[config.mk]
export PLATFORM = sky130hd
export DESIGN_NAME = unigate_slot_mux
export DESIGN_NICKNAME = d
export VERILOG_FILES = /design/src/rtl/unigate_slot_mux.sv
export SDC_FILE = /design/constraint.sdc
export NUM_CORES = 1
export LEC_CHECK = 0
export ABC_CLOCK_PERIOD_IN_PS = 2500
export CAP_MARGIN = 0
export CORE_AREA = 2 2 194 196
export CTS_CLUSTER_DIAMETER = 50
export DETAILED_ROUTE_END_ITERATION = 10
export DIE_AREA = 0 0 196 198
export PLACE_DENSITY = 0.6
export SETUP_SLACK_MARGIN = 0.2
export SYNTH_ARGS = -nofsm -noshare
export SYNTH_HDL_FRONTEND = slang
export SYNTH_SLANG_ARGS = --single-unit
[constraint.sdc]
create_clock -name wb_clk_i -period 2.5 [get_ports wb_clk_i]
set_clock_uncertainty 0.05 [all_clocks]
set_input_delay 0.5 -clock wb_clk_i [delete_from_list [all_inputs] [get_ports wb_clk_i]]
set_output_delay 0.5 -clock wb_clk_i [all_outputs]
set_load 0.1 [all_outputs]
[src/rtl/unigate_slot_mux.sv]
// unigate_slot_mux: Wishbone-controlled pad multiplexer that lets several
// user projects share the caravel IO pads. A slot switch always passes
// through a tristate/reset drain period, so two slots never drive the pads
// in the same cycle and at most one slot is out of reset at any time.
module unigate_slot_mux #(
  parameter int          NUM_SLOTS  = 4,
  parameter int          IO_PADS    = 38,
  parameter logic [31:0] BASE_ADDR  = 32'h3000_0000,
  parameter int          SETTLE_RST = 16
) (
  input  logic                           wb_clk_i,
  input  logic                           wb_rst_n,
  input  logic                           wbs_cyc_i,
  input  logic                           wbs_stb_i,
  input  logic                           wbs_we_i,
  input  logic [3:0]                     wbs_sel_i,
  input  logic [31:0]                    wbs_adr_i,
  input  logic [31:0]                    wbs_dat_i,
  output logic                           wbs_ack_o,
  output logic [31:0]                    wbs_dat_o,
  output logic [IO_PADS-1:0]             io_out,
  output logic [IO_PADS-1:0]             io_oeb,
  input  logic [NUM_SLOTS*IO_PADS-1:0]   slot_io_out,
  input  logic [NUM_SLOTS*IO_PADS-1:0]   slot_io_oeb,
  input  logic [NUM_SLOTS*3-1:0]         slot_irq,
  output logic [NUM_SLOTS-1:0]           slot_rst_n,
  output logic [2:0]                     user_irq
);

  typedef enum logic [1:0] {
    ST_IDLE    = 2'd0,
    ST_DRAIN   = 2'd1,
    ST_RELEASE = 2'd2,
    ST_ACTIVE  = 2'd3
  } state_t;

  localparam logic [8:0] LP_NSLOTS     = 9'(NUM_SLOTS);
  localparam logic [7:0] LP_SETTLE_RST = 8'(SETTLE_RST);

  // Wishbone side
  logic        r_ack;
  logic [31:0] r_dat;
  logic [7:0]  r_ctrl_slot;
  logic        r_ctrl_en;
  logic        r_ctrl_go;     // pulses in the ack cycle of a valid CTRL write
  logic [2:0]  r_irq_mask;
  logic [7:0]  r_settle;
  logic        r_err;

  // Switch FSM side
  state_t      r_state;
  logic [7:0]  r_cnt;
  logic [7:0]  r_target;      // slot requested when the current drain began
  logic        r_drain_en;    // enable value when the current drain began
  logic [7:0]  r_active;
  logic [IO_PADS-1:0]   r_io_out;
  logic [IO_PADS-1:0]   r_io_oeb;
  logic [NUM_SLOTS-1:0] r_slot_rst_n;
  logic [2:0]           r_user_irq;

  logic        w_hit;
  logic        w_req;
  logic        w_wr;
  logic [1:0]  w_off;
  logic [7:0]  w_ctrl_slot_new;
  logic        w_ctrl_en_new;
  logic        w_ctrl_valid;
  logic [31:0] w_status;
  logic [31:0] w_rdata;
  logic [7:0]  w_settle_ld;
  state_t      w_state_nxt;
  logic        w_drain_ld;
  logic        w_pad_live;
  logic [NUM_SLOTS-1:0] w_oh_active;
  logic [NUM_SLOTS-1:0] w_oh_target;
  logic [IO_PADS-1:0]   w_sel_out;
  logic [IO_PADS-1:0]   w_sel_oeb;
  logic [2:0]           w_sel_irq;
  logic                 w_unused;

  assign w_hit  = (wbs_adr_i[31:4] == BASE_ADDR[31:4]);
  assign w_req  = wbs_cyc_i & wbs_stb_i & ~r_ack & w_hit;
  assign w_wr   = w_req & wbs_we_i;
  assign w_off  = wbs_adr_i[3:2];

  // Byte-lane merge of a CTRL write: slot in byte 0, enable in byte 1.
  assign w_ctrl_slot_new = wbs_sel_i[0] ? wbs_dat_i[7:0] : r_ctrl_slot;
  assign w_ctrl_en_new   = wbs_sel_i[1] ? wbs_dat_i[8]   : r_ctrl_en;
  assign w_ctrl_valid    = ({1'b0, w_ctrl_slot_new} < LP_NSLOTS);

  assign w_status = {21'h0, r_err, (r_state == ST_ACTIVE),
                     ((r_state == ST_DRAIN) || (r_state == ST_RELEASE)), r_active};
  assign w_settle_ld = (r_settle == 8'd0) ? 8'd1 : r_settle;
  assign w_unused    = &{1'b0, wbs_adr_i[1:0], wbs_dat_i[31:9], wbs_sel_i[3:2]};

  // Register read mux.
  always_comb begin
    w_rdata = 32'h0;
    case (w_off)
      2'd0:    w_rdata = {23'h0, r_ctrl_en, r_ctrl_slot};
      2'd1:    w_rdata = w_status;
      2'd2:    w_rdata = {29'h0, r_irq_mask};
      2'd3:    w_rdata = {24'h0, r_settle};
      default: w_rdata = 32'h0;
    endcase
  end

  // Slot decode and selection of the active slot's buses (AND-OR mux).
  always_comb begin
    w_oh_active = '0;
    w_oh_target = '0;
    w_sel_out   = '0;
    w_sel_oeb   = '0;
    w_sel_irq   = 3'b000;
    for (int k = 0; k < NUM_SLOTS; k++) begin
      w_oh_active[k] = (r_active == 8'(k));
      w_oh_target[k] = (r_target == 8'(k));
      w_sel_out = w_sel_out | (slot_io_out[k*IO_PADS +: IO_PADS] & {IO_PADS{w_oh_active[k]}});
      w_sel_oeb = w_sel_oeb | (slot_io_oeb[k*IO_PADS +: IO_PADS] & {IO_PADS{w_oh_active[k]}});
      w_sel_irq = w_sel_irq | (slot_irq[k*3 +: 3] & {3{w_oh_active[k]}});
    end
  end

  // Next-state decision of the switch sequencer.
  always_comb begin
    w_state_nxt = r_state;
    case (r_state)
      ST_IDLE: begin
        if (r_ctrl_go && r_ctrl_en) w_state_nxt = ST_DRAIN;
        else                        w_state_nxt = ST_IDLE;
      end
      ST_DRAIN: begin
        if (r_cnt > 8'd1)                 w_state_nxt = ST_DRAIN;
        else if (r_ctrl_en && r_drain_en) w_state_nxt = ST_RELEASE;
        else if (r_ctrl_en)               w_state_nxt = ST_DRAIN;   // re-enabled while disabling
        else                              w_state_nxt = ST_IDLE;
      end
      ST_RELEASE: begin
        if (r_ctrl_en && (r_ctrl_slot == r_active)) w_state_nxt = ST_ACTIVE;
        else                                        w_state_nxt = ST_DRAIN;
      end
      ST_ACTIVE: begin
        if (r_ctrl_go && (!r_ctrl_en || (r_ctrl_slot != r_active))) w_state_nxt = ST_DRAIN;
        else                                                        w_state_nxt = ST_ACTIVE;
      end
      default: w_state_nxt = ST_IDLE;
    endcase
  end

  // Any entry into DRAIN (including a restart from DRAIN) reloads the settle counter.
  assign w_drain_ld = (w_state_nxt == ST_DRAIN) &&
                      ((r_state != ST_DRAIN) || (r_cnt <= 8'd1));
  // Pads follow a slot only while ACTIVE is both the current and the next state.
  assign w_pad_live = (r_state == ST_ACTIVE) && (w_state_nxt == ST_ACTIVE);

  // Wishbone handshake: single-cycle ack with registered read data.
  always_ff @(posedge wb_clk_i or negedge wb_rst_n) begin
    if (!wb_rst_n) begin
      r_ack <= 1'b0;
      r_dat <= 32'h0;
    end else begin
      r_ack <= w_req;
      r_dat <= (w_req && !wbs_we_i) ? w_rdata : 32'h0;
    end
  end

  // Control/status register writes; invalid slot requests only raise err.
  always_ff @(posedge wb_clk_i or negedge wb_rst_n) begin
    if (!wb_rst_n) begin
      r_ctrl_slot <= 8'h00;
      r_ctrl_en   <= 1'b0;
      r_ctrl_go   <= 1'b0;
      r_irq_mask  <= 3'b111;
      r_settle    <= LP_SETTLE_RST;
      r_err       <= 1'b0;
    end else begin
      r_ctrl_go <= w_wr && (w_off == 2'd0) && w_ctrl_valid;
      if (w_wr && (w_off == 2'd0)) begin
        if (w_ctrl_valid) begin
          r_ctrl_slot <= w_ctrl_slot_new;
          r_ctrl_en   <= w_ctrl_en_new;
          r_err       <= 1'b0;
        end else begin
          r_err <= 1'b1;
        end
      end
      if (w_wr && (w_off == 2'd2) && wbs_sel_i[0]) r_irq_mask <= wbs_dat_i[2:0];
      if (w_wr && (w_off == 2'd3) && wbs_sel_i[0]) r_settle   <= wbs_dat_i[7:0];
    end
  end

  // Switch sequencer state plus its registered pad, reset and irq outputs.
  always_ff @(posedge wb_clk_i or negedge wb_rst_n) begin
    if (!wb_rst_n) begin
      r_state      <= ST_IDLE;
      r_cnt        <= 8'h00;
      r_target     <= 8'h00;
      r_drain_en   <= 1'b0;
      r_active     <= 8'h00;
      r_io_out     <= '0;
      r_io_oeb     <= '1;
      r_slot_rst_n <= '0;
      r_user_irq   <= 3'b000;
    end else begin
      r_state <= w_state_nxt;
      if (w_drain_ld) begin
        r_cnt      <= w_settle_ld;
        r_target   <= r_ctrl_slot;
        r_drain_en <= r_ctrl_en;
      end else if (r_state == ST_DRAIN) begin
        r_cnt <= r_cnt - 8'd1;
      end
      if (w_state_nxt == ST_RELEASE) r_active <= r_target;
      if (w_state_nxt == ST_RELEASE)     r_slot_rst_n <= w_oh_target;
      else if (w_state_nxt == ST_ACTIVE) r_slot_rst_n <= w_oh_active;
      else                               r_slot_rst_n <= '0;
      r_io_out   <= w_pad_live ? w_sel_out : '0;
      r_io_oeb   <= w_pad_live ? w_sel_oeb : '1;
      r_user_irq <= w_pad_live ? (w_sel_irq & r_irq_mask) : 3'b000;
    end
  end

  assign wbs_ack_o  = r_ack;
  assign wbs_dat_o  = r_dat;
  assign io_out     = r_io_out;
  assign io_oeb     = r_io_oeb;
  assign slot_rst_n = r_slot_rst_n;
  assign user_irq   = r_user_irq;

endmodule
# Yosys cells after proc, flatten, opt, wreduce, memory -nomap -nowiden
# Index checks and enable logic that the tools add are counted.
# W data, S select, Z words.
dict set report totals {
  register_bits 165
  in_bits 389
  output_inout_bits 116
  wordCells 112
}
dict set report op_classes {
  n_addsub 1
  magnitude_cmp 3
  n_eq_ne 19
  n_mux 19
  bitwise_logic 27
  reduce_logical 26
}
# op count
set ops {}
lappend ops {{$and A38 B38 Y38} 8}
lappend ops {{$or A38 B38 Y38} 6}
lappend ops {{$pmux W32 S4} 1}
lappend ops {{$mux W38} 2}
lappend ops {{$eq A8 B2 Y1 const B} 4}
lappend ops {{$mux W32} 1}
lappend ops {{$mux W8} 4}
lappend ops {{$eq A28 B26 Y1 const B} 1}
lappend ops {{$logic_not A8 Y1} 3}
lappend ops {{$eq A8 B1 Y1 const B} 2}
lappend ops {{$and A3 B3 Y3} 5}
lappend ops {{$logic_and A1 B1 Y1} 13}
lappend ops {{$eq A2 B2 Y1 const B} 6}
lappend ops {{$or A3 B3 Y3} 3}
lappend ops {{$eq A8 B8 Y1} 1}
lappend ops {{$gt A8 B1 Y1 const B} 1}
lappend ops {{$le A8 B1 Y1 const B} 1}
lappend ops {{$lt A8 B3 Y1 const B} 1}
lappend ops {{$mux W2} 4}
lappend ops {{$mux W4} 2}
lappend ops {{$ne A8 B8 Y1} 1}
lappend ops {{$pmux W2 S4} 1}
lappend ops {{$sub A8 B1 Y8 const B} 1}
lappend ops {{$eq A2 B1 Y1 const B} 3}
lappend ops {{other kinds (11)} 20}

# Logic depth before layout (Yosys ltp)
# Gate-level depths: netlist of the first run.
dict set report depth {
  ltp_word 8
  mapped_depth 10
  ltp_nobuf 8
}

# Least setup slack after synthesis of the first run
# OpenSTA, ideal clock, no wires.
dict set report synth_path {
  kind {flip-flop to flip-flop}
  start {register r_ack, in the netlist wbs_ack_o}
  end {register r_settle[0]}
  setup_time_ns 0.125
  t_arrival_ns 2.135
  required_ns 2.325
  slack_ns 0.190
  stages_incl_launch_ff 8
  n_path_buf 1
  period_less_slack_ns 2.310
  path_cell_list {dfrtp_1 > nor2_1 > nand4_1 > nor4_2 > nand4_1 > or2_1 > buf_2 > mux2_2}
}
dict set report synth_via {
  elab_chain_cells 6
}
# item line
set synth_rtl {}
lappend synth_rtl {{start: declaration} 41} ;# logic r_ack;
lappend synth_rtl {{start signal: assignment} 162} ;# r_ack <= w_req;
lappend synth_rtl {{$not A1 Y1} 82} ;# assign w_req = wbs_cyc_i & wbs_stb_i & ~r_ack & w_hit;
lappend synth_rtl {{$and A1 B1 Y1 (2 in a row)} 82}
lappend synth_rtl {{net w_req} 62} ;# logic w_req;
lappend synth_rtl {{$and A1 B1 Y1} 83} ;# assign w_wr = w_req & wbs_we_i;
lappend synth_rtl {{$logic_and A1 B1 Y1 (2 in a row)} 188} ;# if (w_wr && (w_off == 2'd3) && wbs_sel_i[0]) r_settle <= wbs_dat_i[7:0];
lappend synth_rtl {{end signal: assignment} 188}
lappend synth_rtl {{end: declaration} 47} ;# logic [7:0] r_settle;
# The timed path passes the listed nets, and every way through them passes these cells.
# A chain may end at the register's enable or synchronous reset.

# Worst setup path after layout of the first run
dict set report layout_path {
  start {register r_cnt[2]}
  end {register r_active[1]}
}
dict set report layout_via {
  elab_chain_cells 4
}
# item line
set layout_rtl {}
lappend layout_rtl {{start: declaration} 52} ;# logic [7:0] r_cnt;
lappend layout_rtl {{start signal: assignment} 207} ;# r_cnt <= w_settle_ld;
lappend layout_rtl {{start signal: assignment} 211} ;# r_cnt <= r_cnt - 8'd1;
lappend layout_rtl {{$gt A8 B1 Y1} 133} ;# if (r_cnt > 8'd1) w_state_nxt = ST_DRAIN;
lappend layout_rtl {{$mux W2} 133}
lappend layout_rtl {{$pmux W2 S4} 127} ;# case (r_state)
lappend layout_rtl {{$eq A2 B2 Y1} 213} ;# if (w_state_nxt == ST_RELEASE) r_active <= r_target;
lappend layout_rtl {{end signal: assignment} 213}
lappend layout_rtl {{end: declaration} 55} ;# logic [7:0] r_active;
# No other way between the ends.

==> impl_metrics.toml, run 1 <==
[route]
ant_nets = 0
post-route-drc-count = 0
wl_per_cell_um = 18.1
via_per_inst = 4.33
via_count = 6728
drt-total-wl_um = 28100
drt-pass1-iter-count = 4
drtIter0Drc = 236

[clocking]
clockBufferDepth = 2
clock-sinks = 144
clkLatencyLatePin_ns = 0.42
clk_pin_slew_ns = 0.07
numCtsBuffers = 17
cts_htree_levels = 4
cts_tree = "done"
cts_root_buf = "clkbuf_16"

[finish]
final_common_cell = "clkdlybuf4s50_1"
diodes = 0
areaGrowthSynthToFinish_pct = 72.0
drive_above_1_share_pct = 30.6
final_core_util_pct = 36.9
layout.nets = 1462
final_cell_mix = "clkdlybuf4s50_1, buf_4, dfrtp_1"
final_cells = 1554
fill_cells = 3673

[setup_path]
cp.arrival_ns = 2.56
r2r-start = "r_cnt[2]"
critPathRequiredTime_ns = 2.75
r2r_end = "r_active[1]"
reg2reg_depth = 6
r2r_slack_ns = 0.19
cp-start-kind = "flop"
critPathKind = "reg -> reg"
worst_setup_path_end_kind = "flop"
cp_max_fo = 8

[sta]
tightest_slew_ns = 0.727
setup_violations = 0
hold_violations = 0
final.setup.tns_ns = 0
rsz0062_at_grt = "yes"
fin_crit_ns = 2.31
drv_slew = 0
fin_crit_sh_pct = 92.2
whs_ns = 0.444
fmax_mhz = 434
worst_slew_margin_rel_pct = 51.5

[synthesis]
synth-compound-area-share_pct = 5.44
yosysWarnings = 0
synth-simple-area-share_pct = 10.4
syn_area_um2 = 7920
synth.distinct_cells = 52
avgSynthCellArea_um2 = 13.0
synth-seq-cells = 144
synth-xor-area-share_pct = 0.996
synthMuxAreaShare_pct = 28.9
yosysSeqAreaShare_pct = 46.2
netlist_instances = 611
synth_fa_ha_area_share_pct = 0.948
synth_top_family_by_area = "multiplexers"

[floorplanning]
ios = 505
fp.dieH_um = 198
initial_core_util_pct = 21.4
dieWidth_um = 196
dieArea_um2 = 38800
rows = 71
core_area_um2 = 37000

[min_path]
min_from = "r_err"
worst_hold_path_type = "reg -> reg"
holdPathEnd = "r_err"
worstHoldPathCells = 1

[run_status]
status = "finished clean"

[global_routing]
grt_util_all_layers_pct = 14.1
grt_pass1_wl_um = 41600
grt_max_degree = 86
grt_overflow = 0
antenna_found_initial = 1
grt_pass1_vias = 7201

[job]
maxCapViolCount = 0

[power_and_ir_drop]
vdd.ir_drop.worst_mv = 0.410
finalPower_uw = 5950
powerDensity_nw_per_um2 = 437
p_leak_uw = 0.00562

[place]
dp.cells = 1512
dp_hpwl_um = 22000
gp_congestion = 0.779
numPortBuffers = 456
-- synthesized netlist by cell type (all sizes together) --
cell type	count	area, um2
and2	7	43.8
o21a	1	7.51
a32oi	5	43.8
nor4	14	93.8
mux4	82	1850
or4bb	1	11.3
nand4	4	25.0
xnor2	1	8.76
o311ai	2	17.5
or2	1	6.26
nor3	9	45.0
dfrtp	102	2550
a31oi	8	50.1
o21ai	40	200
o31ai	5	37.5
nand4b	1	8.76
ha	6	75.1
mux2	31	379
a221o	1	10.0
inv	49	184
a21oi	3	15.0
or2b	1	7.51
dfstp	42	1100
nand2b	2	12.5
o41ai	2	25.0
o32ai	1	8.76
xor2	8	70.1
nand2	12	45.0
conb	1	3.75
or4	1	7.51
buf	45	295
nand3b	2	15.0
mux2i	6	60.1
a21boi	2	15.0
and3	4	25.0
or3	2	12.5
clkbuf	22	83.8
nand3	6	30.0
nor4b	3	26.3
nor2b	43	277
nor2	31	116
nor3b	1	7.51
and3b	1	8.76
-- where the power goes --
part / internal (uW) / switching [uW] / total, uW
clock network: 1620 / 1090 / 2710
registers: 2330 / 0.00000122 / 2330
logic: 598 / 312 / 911
total: 4550 / 1400 / 5950
-- state kept, by name (all words and copies together) (netlist names) --
signal       cells
io_out          38
r_active         8
r_err            1
wbs_ack_o        1
r_drain_en       1
r_settle         8
r_ctrl_en        1
user_irq         3
wbs_dat_o       11
slot_rst_n       4
r_ctrl_go        1
io_oeb          38
r_ctrl_slot      8
r_target         8
r_state          2
r_cnt            8
r_irq_mask       3
-- through the flow --
| step | worst slack (ns) | instance area (um2) |
|---|---|---|
| floorplan | 0.269 | 7990 |
| global placement | -0.253 | 12800 |
| detailed placement | -0.255 | 12800 |
| CTS | 0.202 | 13500 |
| global route | 0.110 | 13600 |
| finish | 0.195 | 13600 |
-- worst max path at each step --
stage	from	to	slack (ns)	cells after the start
floorplan	r_cnt[2]	r_active[0]	0.27	8
global placement	wbs_adr_i[13]	r_settle[7]	-0.25	7
detailed placement	wbs_adr_i[5]	r_settle[6]	-0.26	7
CTS	wbs_adr_i[5]	r_settle[7]	0.20	7
global route	r_cnt[2]	r_active[1]	0.11	6
finish	r_cnt[2]	r_active[1]	0.19	6
-- routing by layer --
layer  wire length (um)  global-route usage, %  vias up
met5                 13                      0        -
met4                339                   3.48        2
met3               1850                   4.07       19
met2              14600                   24.6      250
met1              11300                   17.1     3361
li1                   -                      -     3096
-- critical path: stages (launching register included) --
cell     delay (ns)
dfrtp_1        0.42
or3_4          0.45
o41ai_2        0.42
and2_1         0.23
nor2b_4        0.18
buf_12         0.14
mux2_4         0.29
-- cell type report --
cell class              instances  area (um2)  area share (%)
repair buffers                484        4680            34.4
multi-input cells             371        3880            28.5
well taps                     474         593            4.35
inverters                      49         184            1.35
clock buffers                  19         443            3.25
flip-flops and latches        144        3660            26.9
clock inverters                13         176            1.30
-- cell families (layout without fill, tap and decap cells) --
logic type / Yosys count / in the layout
compound gates: 70 / 70
xor+xnor: 9 / 9
fa+ha+maj: 6 / 6
buf+inv: 116 / 565
flops: 144 / 144
mux: 119 / 119
other cells: 1 / 21
simple gates: 146 / 146
-- repair_timing --
item / in CTS / in global routing
gates resized for setup: 4 / 23
hold endpoints to repair: 45 / 0
buffers inserted: 2 / 6
pin swaps: 1 / 11
setup endpoints to repair: 53 / 100
gates cloned: 0 / 1
hold buffers: 1 / 0
No activity file was read; power rests on OpenSTA's default activity.
==> run 2, diff against run 1 <==
--- a/config.mk
+++ b/config.mk
@@ -6,7 +6,7 @@
 export NUM_CORES = 1
 export LEC_CHECK = 0
 export ABC_CLOCK_PERIOD_IN_PS = 2500
-export CAP_MARGIN = 0
+export CAP_MARGIN = 20
 export CORE_AREA = 2 2 194 196
 export CTS_CLUSTER_DIAMETER = 50
 export DETAILED_ROUTE_END_ITERATION = 10
==> results of run 2 <==
The final DEF is identical to that of run 1; final timing and power are the same.
